==> src/rtl/commit_align_monitor_pkg.sv <==
// Shared types and encodings for the two-copy commit-alignment monitor.
// Record layout (MSB..LSB): {mem_valid, mem_rdwt, mem_addr, is_br, taken}.
package commit_align_monitor_pkg;

    typedef enum logic [1:0] {
        LEAD_NONE = 2'd0,
        LEAD_C1   = 2'd1,
        LEAD_C2   = 2'd2
    } lead_e;

    localparam int unsigned OBSV_COMMIT_ONLY = 0;
    localparam int unsigned OBSV_EVERY_ADDR  = 1;

    // Record bits other than the address field
    localparam int unsigned REC_CTRL_W   = 4;
    localparam int unsigned REC_TAKEN_BIT = 0;
    localparam int unsigned REC_BR_BIT    = 1;
    localparam int unsigned REC_ADDR_LSB  = 2;

endpackage

==> src/rtl/commit_align_monitor_fifo.sv <==
// Synchronous FIFO holding early commit records from the leading copy.
// o_last flags a single remaining entry so the monitor can return to aligned.
module commit_rec_fifo #(
    parameter int unsigned DEPTH = 4,
    parameter int unsigned WIDTH = 8
) (
    input  logic             clk,
    input  logic             rst,
    input  logic             i_push,
    input  logic             i_pop,
    input  logic [WIDTH-1:0] i_din,
    output logic [WIDTH-1:0] o_head,
    output logic             o_full,
    output logic             o_empty,
    output logic             o_last
);
    localparam int unsigned PTR_W = (DEPTH > 1) ? $clog2(DEPTH) : 1;
    localparam int unsigned CNT_W = $clog2(DEPTH) + 1;

    logic [WIDTH-1:0] r_mem [DEPTH];
    logic [PTR_W-1:0] r_wr_ptr;
    logic [PTR_W-1:0] r_rd_ptr;
    logic [CNT_W-1:0] r_count;
    logic             w_do_push;
    logic             w_do_pop;

    function automatic logic [PTR_W-1:0] ptr_inc(input logic [PTR_W-1:0] p);
        return (p == PTR_W'(DEPTH - 1)) ? '0 : p + PTR_W'(1);
    endfunction

    assign o_full    = (r_count == CNT_W'(DEPTH));
    assign o_empty   = (r_count == '0);
    assign o_last    = (r_count == CNT_W'(1));
    assign o_head    = r_mem[r_rd_ptr];
    assign w_do_push = i_push && !o_full;
    assign w_do_pop  = i_pop && !o_empty;

    always_ff @(posedge clk) begin
        if (w_do_push) begin
            r_mem[r_wr_ptr] <= i_din;
        end
    end

    always_ff @(posedge clk) begin
        if (rst) begin
            r_wr_ptr <= '0;
            r_rd_ptr <= '0;
            r_count  <= '0;
        end else begin
            if (w_do_push) begin
                r_wr_ptr <= ptr_inc(r_wr_ptr);
            end
            if (w_do_pop) begin
                r_rd_ptr <= ptr_inc(r_rd_ptr);
            end
            unique case ({w_do_push, w_do_pop})
                2'b10:   r_count <= r_count + CNT_W'(1);
                2'b01:   r_count <= r_count - CNT_W'(1);
                default: r_count <= r_count;
            endcase
        end
    end

endmodule

==> src/rtl/commit_align_monitor.sv <==
// Two-copy commit alignment monitor: buffers the leading copy's commits,
// compares records in program order and tracks deviation/drain status.
module commit_align_monitor
    import commit_align_monitor_pkg::*;
#(
    parameter int unsigned ADDR_W    = 4,
    parameter int unsigned ROB_LOG   = 3,
    parameter int unsigned DEPTH     = 4,
    parameter int unsigned OBSV_MODE = 0
) (
    input  logic               clk,
    input  logic               rst,
    input  logic               c1_valid,
    input  logic               c1_mem_valid,
    input  logic               c1_mem_rdwt,
    input  logic [ADDR_W-1:0]  c1_mem_addr,
    input  logic               c1_is_br,
    input  logic               c1_taken,
    input  logic               c1_squash,
    input  logic [ROB_LOG-1:0] c1_rob_head,
    input  logic [ROB_LOG-1:0] c1_rob_tail,
    input  logic [ADDR_W-1:0]  c1_ld_addr,
    input  logic               c2_valid,
    input  logic               c2_mem_valid,
    input  logic               c2_mem_rdwt,
    input  logic [ADDR_W-1:0]  c2_mem_addr,
    input  logic               c2_is_br,
    input  logic               c2_taken,
    input  logic               c2_squash,
    input  logic [ROB_LOG-1:0] c2_rob_head,
    input  logic [ROB_LOG-1:0] c2_rob_tail,
    input  logic [ADDR_W-1:0]  c2_ld_addr,
    output logic               stall_1,
    output logic               stall_2,
    output logic [1:0]         lead,
    output logic               commit_deviation,
    output logic               addr_deviation,
    output logic               invalid_program,
    output logic               finish_1,
    output logic               finish_2
);
    localparam int unsigned REC_W = ADDR_W + REC_CTRL_W;

    lead_e              r_lead;
    lead_e              w_lead_nxt;
    logic               r_cdev, r_adev, r_invalid, r_fin1, r_fin2;
    logic [ROB_LOG-1:0] r_tail_1, r_tail_2;

    logic [REC_W-1:0]   w_rec1, w_rec2, w_push_data, w_head, w_cmp_a, w_cmp_b;
    logic               w_e1, w_e2, w_push, w_pop, w_cmp_en;
    logic               w_full, w_empty, w_last;
    logic               w_set_cdev, w_set_adev, w_dev, w_capture;
    logic               w_drain1, w_drain2;

    function automatic logic rec_mismatch(input logic [REC_W-1:0] a, input logic [REC_W-1:0] b);
        logic a_rd, b_rd;
        a_rd = a[REC_W-1] && a[REC_W-2];
        b_rd = b[REC_W-1] && b[REC_W-2];
        return (a_rd && b_rd && (a[REC_ADDR_LSB +: ADDR_W] != b[REC_ADDR_LSB +: ADDR_W]))
            || (a[REC_BR_BIT] && b[REC_BR_BIT] && (a[REC_TAKEN_BIT] != b[REC_TAKEN_BIT]));
    endfunction

    assign w_rec1 = {c1_mem_valid, c1_mem_rdwt, c1_mem_addr, c1_is_br, c1_taken};
    assign w_rec2 = {c2_mem_valid, c2_mem_rdwt, c2_mem_addr, c2_is_br, c2_taken};
    assign w_e1   = c1_valid && !stall_1;
    assign w_e2   = c2_valid && !stall_2;

    commit_rec_fifo #(
        .DEPTH (DEPTH),
        .WIDTH (REC_W)
    ) u_fifo (
        .clk     (clk),
        .rst     (rst),
        .i_push  (w_push),
        .i_pop   (w_pop),
        .i_din   (w_push_data),
        .o_head  (w_head),
        .o_full  (w_full),
        .o_empty (w_empty),
        .o_last  (w_last)
    );

    always_ff @(posedge clk) begin
        if (rst) begin
            r_lead <= LEAD_NONE;
        end else begin
            r_lead <= w_lead_nxt;
        end
    end

    // The leader pushes, the trailer pops and compares against the FIFO head
    always_comb begin
        w_lead_nxt  = r_lead;
        w_push      = 1'b0;
        w_pop       = 1'b0;
        w_push_data = w_rec1;
        w_cmp_en    = 1'b0;
        w_cmp_a     = w_rec1;
        w_cmp_b     = w_rec2;
        w_set_cdev  = 1'b0;
        unique case (r_lead)
            LEAD_NONE: begin
                if (w_e1 && w_e2) begin
                    w_cmp_en = 1'b1;
                end else if (w_e1) begin
                    w_push     = 1'b1;
                    w_lead_nxt = LEAD_C1;
                    w_set_cdev = 1'b1;
                end else if (w_e2) begin
                    w_push      = 1'b1;
                    w_push_data = w_rec2;
                    w_lead_nxt  = LEAD_C2;
                    w_set_cdev  = 1'b1;
                end
            end
            LEAD_C1: begin
                w_push   = w_e1;
                w_pop    = w_e2 && !w_empty;
                w_cmp_en = w_pop;
                w_cmp_a  = w_head;
                w_cmp_b  = w_rec2;
                if (w_pop && !w_push && w_last) begin
                    w_lead_nxt = LEAD_NONE;
                end
            end
            LEAD_C2: begin
                w_push      = w_e2;
                w_push_data = w_rec2;
                w_pop       = w_e1 && !w_empty;
                w_cmp_en    = w_pop;
                w_cmp_a     = w_rec1;
                w_cmp_b     = w_head;
                if (w_pop && !w_push && w_last) begin
                    w_lead_nxt = LEAD_NONE;
                end
            end
            default: w_lead_nxt = LEAD_NONE;
        endcase
    end

    always_comb begin
        stall_1 = (r_lead == LEAD_C1) && w_full;
        stall_2 = (r_lead == LEAD_C2) && w_full;
        lead    = r_lead;
    end

    assign w_set_adev = (OBSV_MODE == OBSV_EVERY_ADDR) && !r_cdev && (c1_ld_addr != c2_ld_addr);
    assign w_dev      = r_cdev || r_adev;
    // Registered deviation state means tails latch only on the first deviation
    assign w_capture  = (w_set_cdev || w_set_adev) && !w_dev;
    assign w_drain1   = w_dev && c1_valid && ((c1_rob_head == r_tail_1 - ROB_LOG'(1)) || c1_squash);
    assign w_drain2   = w_dev && c2_valid && ((c2_rob_head == r_tail_2 - ROB_LOG'(1)) || c2_squash);

    always_ff @(posedge clk) begin
        if (rst) begin
            r_cdev    <= 1'b0;
            r_adev    <= 1'b0;
            r_invalid <= 1'b0;
            r_fin1    <= 1'b0;
            r_fin2    <= 1'b0;
            r_tail_1  <= '0;
            r_tail_2  <= '0;
        end else begin
            if (w_cmp_en && rec_mismatch(w_cmp_a, w_cmp_b)) begin
                r_invalid <= 1'b1;
            end
            if (w_set_cdev) begin
                r_cdev <= 1'b1;
            end
            if (w_set_adev) begin
                r_adev <= 1'b1;
            end
            if (w_capture) begin
                r_tail_1 <= c1_rob_tail;
                r_tail_2 <= c2_rob_tail;
            end
            if (w_drain1) begin
                r_fin1 <= 1'b1;
            end
            if (w_drain2) begin
                r_fin2 <= 1'b1;
            end
        end
    end

    assign commit_deviation = r_cdev;
    assign addr_deviation   = r_adev;
    assign invalid_program  = r_invalid;
    assign finish_1         = r_fin1;
    assign finish_2         = r_fin2;

endmodule

==> config.mk <==
export PLATFORM = sky130hd
export DESIGN_NAME = commit_align_monitor
export DESIGN_NICKNAME = d
export VERILOG_FILES = /design/src/rtl/commit_align_monitor_pkg.sv /design/src/rtl/commit_align_monitor_fifo.sv /design/src/rtl/commit_align_monitor.sv
export SDC_FILE = /design/constraint.sdc
export NUM_CORES = 1
export LEC_CHECK = 0
export CORE_MARGIN = 5
export CORE_UTILIZATION = 50
export DETAILED_ROUTE_END_ITERATION = 10
export PLACE_DENSITY = 0.86
export SLEW_MARGIN = 20
export SYNTH_ARGS = -nofsm -noshare
export SYNTH_HDL_FRONTEND = slang
export SYNTH_HIERARCHICAL = 1
export SYNTH_SLANG_ARGS = --single-unit
==> constraint.sdc <==
create_clock -name clk -period 7 [get_ports clk]
set_input_delay 0.7 -clock clk [delete_from_list [all_inputs] [get_ports clk]]
set_output_delay 0.7 -clock clk [all_outputs]
set_load 0.02 [all_outputs]
* Word-level counts from Yosys, hierarchy flattened
Memory sizes are Yosys's and may differ from the RTL's. A register that Yosys moved wholly into a read port is not among the register bits.
Index checks and enable logic that the tools add are counted.
** Storage, ports and cells
- Bits of input ports :: 42
- Memories kept :: 1
- Memory bits (writable) :: 32
- Output and inout port bits :: 9
- Register bits after elaboration :: 19
- Word-level logic and storage cells :: 99
** Memories
- u_fifo.r_mem :: words 4, bits a word 8, rd ports 1, clocked after memory_dff 1, wr ports 1, line commit_align_monitor_fifo.sv:20 : logic [WIDTH-1:0] r_mem [DEPTH];
** Operators by class
- Reductions and logical operators :: 39
- Eq/ne operators :: 16
- Mux-type cells :: 27
- Add/sub/neg operators :: 6
** Operators with widths (count)
- $mux 8 :: 5
- $logic_and 1x1->1 :: 25
- $mux 2 :: 9
- $pmux 8 s2 :: 1
- $sub 3x1->3 const B :: 3
- $eq 2x2->1 const B :: 4
- $logic_not 1->1 :: 7
- $mux 1 :: 7
- $eq 3x3->1 :: 2
- $ne 2x2->1 const B :: 3
- $pmux 1 s3 :: 2
- $pmux 2 s3 :: 1
- $pmux 3 s2 :: 1
- $add 2x1->2 const B :: 2
- $eq 2x1->1 const B :: 2
- $ne 4x4->1 :: 1
- $reduce_and 4->1 :: 1
- $add 3x1->3 const B :: 1
- $eq 3x1->1 const B :: 1
- $eq 3x3->1 const B :: 1
- $logic_not 3->1 :: 1
- $logic_or 1x1->1 :: 3
- $ne 3x3->1 const B :: 1
- $logic_not 2->1 :: 1
- other kinds (3) :: 3

* Depth between registers and ports, before layout
- Depth after elaboration :: 11
- Gate-level depth with buffers :: 14
- Mapped depth without buffers :: 14

* By module
The synthesis kept the hierarchy.
** Modules (own cells, without submodules)
- commit_rec_fifo :: times used 1, seq. area each 1141.1 µm², cells an instance 96, area an instance 1661.6 µm²
- commit_align_monitor :: times used 1, seq. area each 240.2 µm², cells an instance 147, area an instance 1231.2 µm²

* Worst setup path after synthesis
No wires, ideal clock.
- Path kind :: register to register
- Start point :: register r_lead[0] (netlist: lead[0])
- End point :: register u_fifo.r_count[2]
- Library setup time :: 70 ps
- Arrival :: 2790 ps
- Path slack :: 4141 ps
- Clock period less this slack :: 2859 ps
- Data required time :: 6930 ps
- Path buffers :: 1
- Stages on the path, launching flop included :: 14
- Cell sequence :: dfxtp_1 inv_1 ha_1 buf_6 nand2_2 and2_4 ha_1 nand2_1 a21oi_1 a21boi_1 inv_1 ha_1 or3_1 a21oi_1
** On the way
- Longest elaborated chain between the ends :: 11
- Elaborated cells on any way between the ends :: 23
- Classes of those cells :: eq/ne: 4; mux: 6; reduce/logical: 13
** Ends and longest elaborated chain
- start: declaration :: line commit_align_monitor.sv:44 : lead_e r_lead;
- start signal: assignment :: line commit_align_monitor.sv:87 : r_lead <= w_lead_nxt;
- $eq 2x2->1 :: line commit_align_monitor.sv:101, commit_align_monitor.sv:143
- $logic_and 1x1->1 :: line commit_align_monitor.sv:143 : stall_2 = (r_lead == LEAD_C2) && w_full;
- $logic_not 1->1 :: line commit_align_monitor.sv:66 : assign w_e2 = c2_valid && !stall_2;
- $logic_and 1x1->1 :: line commit_align_monitor.sv:66
- $mux 1 :: line commit_align_monitor.sv:109 : end else if (w_e2) begin
- $mux 1 :: line commit_align_monitor.sv:105 : end else if (w_e1) begin
- $mux 1 :: line commit_align_monitor.sv:103 : if (w_e1 && w_e2) begin
- $pmux 1 s3 * :: line commit_align_monitor.sv:101 : unique case (r_lead)
- named net w_push :: line commit_align_monitor.sv:50 : logic w_e1, w_e2, w_push, w_pop, w_cmp_en;
- $logic_and 1x1->1 * :: line commit_align_monitor_fifo.sv:35 : assign w_do_push = i_push && !o_full;
- $eq 2x1->1 / $eq 2x2->1 (equally long branches) :: line commit_align_monitor_fifo.sv:56 : unique case ({w_do_push, w_do_pop})
- $pmux 3 s2 / $reduce_bool 2->1 (equally long branches)
- end signal: assignment :: line commit_align_monitor_fifo.sv:57 : 2'b10: r_count <= r_count + CNT_W'(1);
- end signal: assignment :: line commit_align_monitor_fifo.sv:58 : 2'b01: r_count <= r_count - CNT_W'(1);
- end signal: assignment :: line commit_align_monitor_fifo.sv:59 : default: r_count <= r_count;
- end: declaration :: line commit_align_monitor_fifo.sv:23 : logic [CNT_W-1:0] r_count;
The timed path passes the listed nets; every way through them passes the cells marked *.
A chain may end at the register's enable or synchronous reset.

* Worst setup path in the final report
Ends and elaborated chain as after synthesis.

==> results.sh <==
export IMPL_grt_pass1_vias=1971
export IMPL_antenna_found_initial=0
export IMPL_synth_main_ff_cell="edfxtp_1"
export IMPL_start_util_pct=51.90
export IMPL_setup_viol=0
export IMPL_critPathRequiredTime_ps=7230
export IMPL_clockBufferDepth=2
export IMPL_power_density_nw_per_um2=342.7
export IMPL_setup_ws_ps=3732
export IMPL_synth_xor_area_share_pct=6.661
export IMPL_hp_class="reg2reg"
export IMPL_r2r_cells=12
export IMPL_fin_util_pct=61.55
export IMPL_clkSinkCount=53
export IMPL_synthAdderAreaFrac_pct=9.083
export IMPL_grt_max_degree=22
export IMPL_htree_levels=2
export IMPL_cts_resized_gates=0
export IMPL_finalSetupTns_ps=0
export IMPL_leakage_nw=1.295
export IMPL_startpoint="lead[0]$_SDFFE_PP0P_"
export IMPL_startpoint_type="flop"
export IMPL_syn_cell_area_sq_um=2893
export IMPL_cts_buffers=5
export IMPL_ant_nets=0
export IMPL_yosys_area_share_simple_pct=9.083
export IMPL_critPathCaptureType="flop"
export IMPL_chipHeight_um=86.06
export IMPL_vdd_drop_max_mv=0.2045
export IMPL_cp_arrival_ps=3500
export IMPL_path_cells="inv_1 -> ha_1 -> nand2_2 -> and2_4 -> ha_1 -> nand2_1 -> a21oi_1 -> a21boi_1 -> inv_1 -> ha_1 -> or3_1 -> a21oi_1"
export IMPL_overflow=0
export IMPL_finClkSkew_ps=12.26
export IMPL_slowest_delay_ps=460
export IMPL_wl_per_cell_um=16.00
export IMPL_hold_violations=0
export IMPL_diodes=0
export IMPL_dp_hpwl_um=4255
export IMPL_synth_compound_gate_area_share_pct=12.50
export IMPL_crit_path_frequent_cell="ha_1"
export IMPL_synth_common_cells="edfxtp_1, nor2_1, dfxtp_1, ha_1, xor2_1"
export IMPL_nets=345
export IMPL_finalCriticalPeriod_ps=3268
export IMPL_dr_total_vias=1961
export IMPL_synth_warnings=6
export IMPL_clk_latency_ps=310
export IMPL_tritoncts="built"
export IMPL_yosysTopAreaCell="edfxtp_1"
export IMPL_rsz0062_at_grt="no"
export IMPL_crit_path_max_fanout=10
export IMPL_period_share_pct=46.69
export IMPL_drt_iter0_drc=138
export IMPL_ys_seq_elements=53
export IMPL_drc_errors=0
export IMPL_cts_clk_slew_worst_paths_ps=90
export IMPL_viasPerCell=5.524
export IMPL_criticalPathCategory="reg2reg"
export IMPL_muxShareOfSynthArea_pct=10.73
export IMPL_drv_slew=0
export IMPL_grt_total_usage_pct=15.91
export IMPL_routed_wl_um=5681
export IMPL_die_width_um=86.06
export IMPL_slew_headroom_pct=47.82
export IMPL_r2r_end="u_fifo/r_count[2]$_SDFFE_PP0P_"
export IMPL_dp_slack_ps=3476
export IMPL_synth_top_area_share_pct=33.22
export IMPL_dr_pass1_iters=4
export IMPL_fmax_ghz=0.3060
export IMPL_final_fill_count=435
export IMPL_grt_pass1_wl_um=9315
export IMPL_ys_seq_area_share_pct=47.75
export IMPL_r2r_slack_ps=3730
export IMPL_row_count=27
export IMPL_drive_gt1_share_pct=9.187
export IMPL_max_slew_worst_pin_slew_ps=780.2
export IMPL_io_buffer_count=41
export IMPL_status="complete, no violations"
export IMPL_root_buffer="clkbuf_8"
export IMPL_place_congestion=0.9194
export IMPL_fp_coreArea_sq_um=5574
export IMPL_postCtsSetupRepairBufs=0
export IMPL_synthTopCellsByArea="edfxtp_1, dfxtp_1, ha_1"
export IMPL_synth_top_family_by_area="compound AO/OA/AOI/OAI gates"
export IMPL_synth_nets=306
export IMPL_ys_types=54
export IMPL_rr_startpoint="lead[0]$_SDFFE_PP0P_"
export IMPL_pin_count=51
export IMPL_cap_violations=0
export IMPL_crit_path_end="u_fifo/r_count[2]$_SDFFE_PP0P_"
export IMPL_ctsHoldBuffers=0
export IMPL_die_area_sq_um=7406
export IMPL_synthArstFlopShare_pct=0
export IMPL_crit_slowest_cell="a21boi_1"
export IMPL_yosysMostFrequentCell="edfxtp_1"
export IMPL_avgSynthCellArea_sq_um=11.90
export IMPL_synth_edff_count=32
export IMPL_area_delta_synth_final_pct=18.60
export IMPL_postSynthCellCount=243
## layout make-up
type	instances	area [sq um]	share of cell area, %
Clock inverter	3	21.27	0.6200
Inverter	17	65.06	1.896
Sequential cell	53	1381	40.26
Multi-Input combinational cell	164	1394	40.63
Timing Repair Buffer	41	410.4	11.96
Clock buffer	5	68.82	2.006
Tap cell	72	90.09	2.626
## cells by family after synthesis
group | count (synthesis)
flops | 53
simple gates | 52
compound gates | 47
buf+inv | 26
xor+xnor | 22
fa+ha+maj | 21
mux | 21
other cells | 1
## stage by stage
step	area, sq um	power (mW)	std cells	hold WS (ps)
3_3_place_gp	3341	0.9833	347	448.7
5_1_grt	3431	1.257	355	519.2
6_report	3431	1.176	355	478.2
3_5_place_dp	3341	1.007	347	463.8
2_1_floorplan	2893	0.8726	243	463.4
4_1_cts	3431	1.179	355	485.5
## where the power goes
group,internal (mW),total [mW],switching [mW]
registers,0.439,0.477,0.0374
clock network,0.0711,0.173,0.102
logic,0.228,0.526,0.297
## worst max-delay path, delay by kind of cell (launching register included)
| family | cells | cell delay (ps) |
|---|---|---|
| fa+ha+maj | 3 | 1080 |
| simple gates | 4 | 790 |
| compound gates | 3 | 740 |
| flops | 1 | 370 |
| buf+inv | 2 | 220 |
## per-layer routing
| layer | GRT usage (%) | routed length, um | vias up | part of all wire, % |
|---|---|---|---|---|
| li1 | - | - | 948 | - |
| met1 | 19.94 | 2338 | 950 | 41 |
| met2 | 27.75 | 2938 | 52 | 52 |
| met3 | 2.690 | 306 | 11 | 5.4 |
| met4 | 5.180 | 98 | 0 | 1.7 |
| met5 | 0 | 0 | - | 0 |
## state kept, by name, indices dropped and copies added (netlist names), named ones only
name / flops
u_fifo/r_wr_ptr: 2
finish_1: 1
r_tail_1: 3
finish_2: 1
u_fifo/r_count: 3
commit_deviation: 1
r_tail_2: 3
lead: 2
u_fifo/r_rd_ptr: 2
u_fifo/r_mem: 32
invalid_program: 1
## worst min-delay path by stage
stage	start	end	slack, ps	depth (start not counted)
finish	finish_1$_SDFFE_PP0P_	finish_1$_SDFFE_PP0P_	480	2
global route	finish_1$_SDFFE_PP0P_	finish_1$_SDFFE_PP0P_	520	2
CTS	finish_1$_SDFFE_PP0P_	finish_1$_SDFFE_PP0P_	490	2
detailed placement	finish_1$_SDFFE_PP0P_	finish_1$_SDFFE_PP0P_	460	2
global placement	finish_2$_SDFFE_PP0P_	finish_2$_SDFFE_PP0P_	450	2
floorplan	r_tail_1[1]$_SDFFE_PP0P_	r_tail_1[1]$_SDFFE_PP0P_	460	2
## placed cells by master (no fill, tap or decap), drive strengths merged, types with 7 or more instances in the layout
master / synthesis / layout
o21ai: 8 / 8
inv: 16 / 17
ha: 21 / 21
a21oi: 7 / 7
a22o: 8 / 8
mux4: 8 / 8
dfxtp: 21 / 21
xor2: 16 / 16
clkdlybuf4s50: 0 / 41
nor2: 23 / 23
mux2i: 13 / 13
edfxtp: 32 / 32
and2: 7 / 7
No activity file was read; power rests on OpenSTA's default activity.
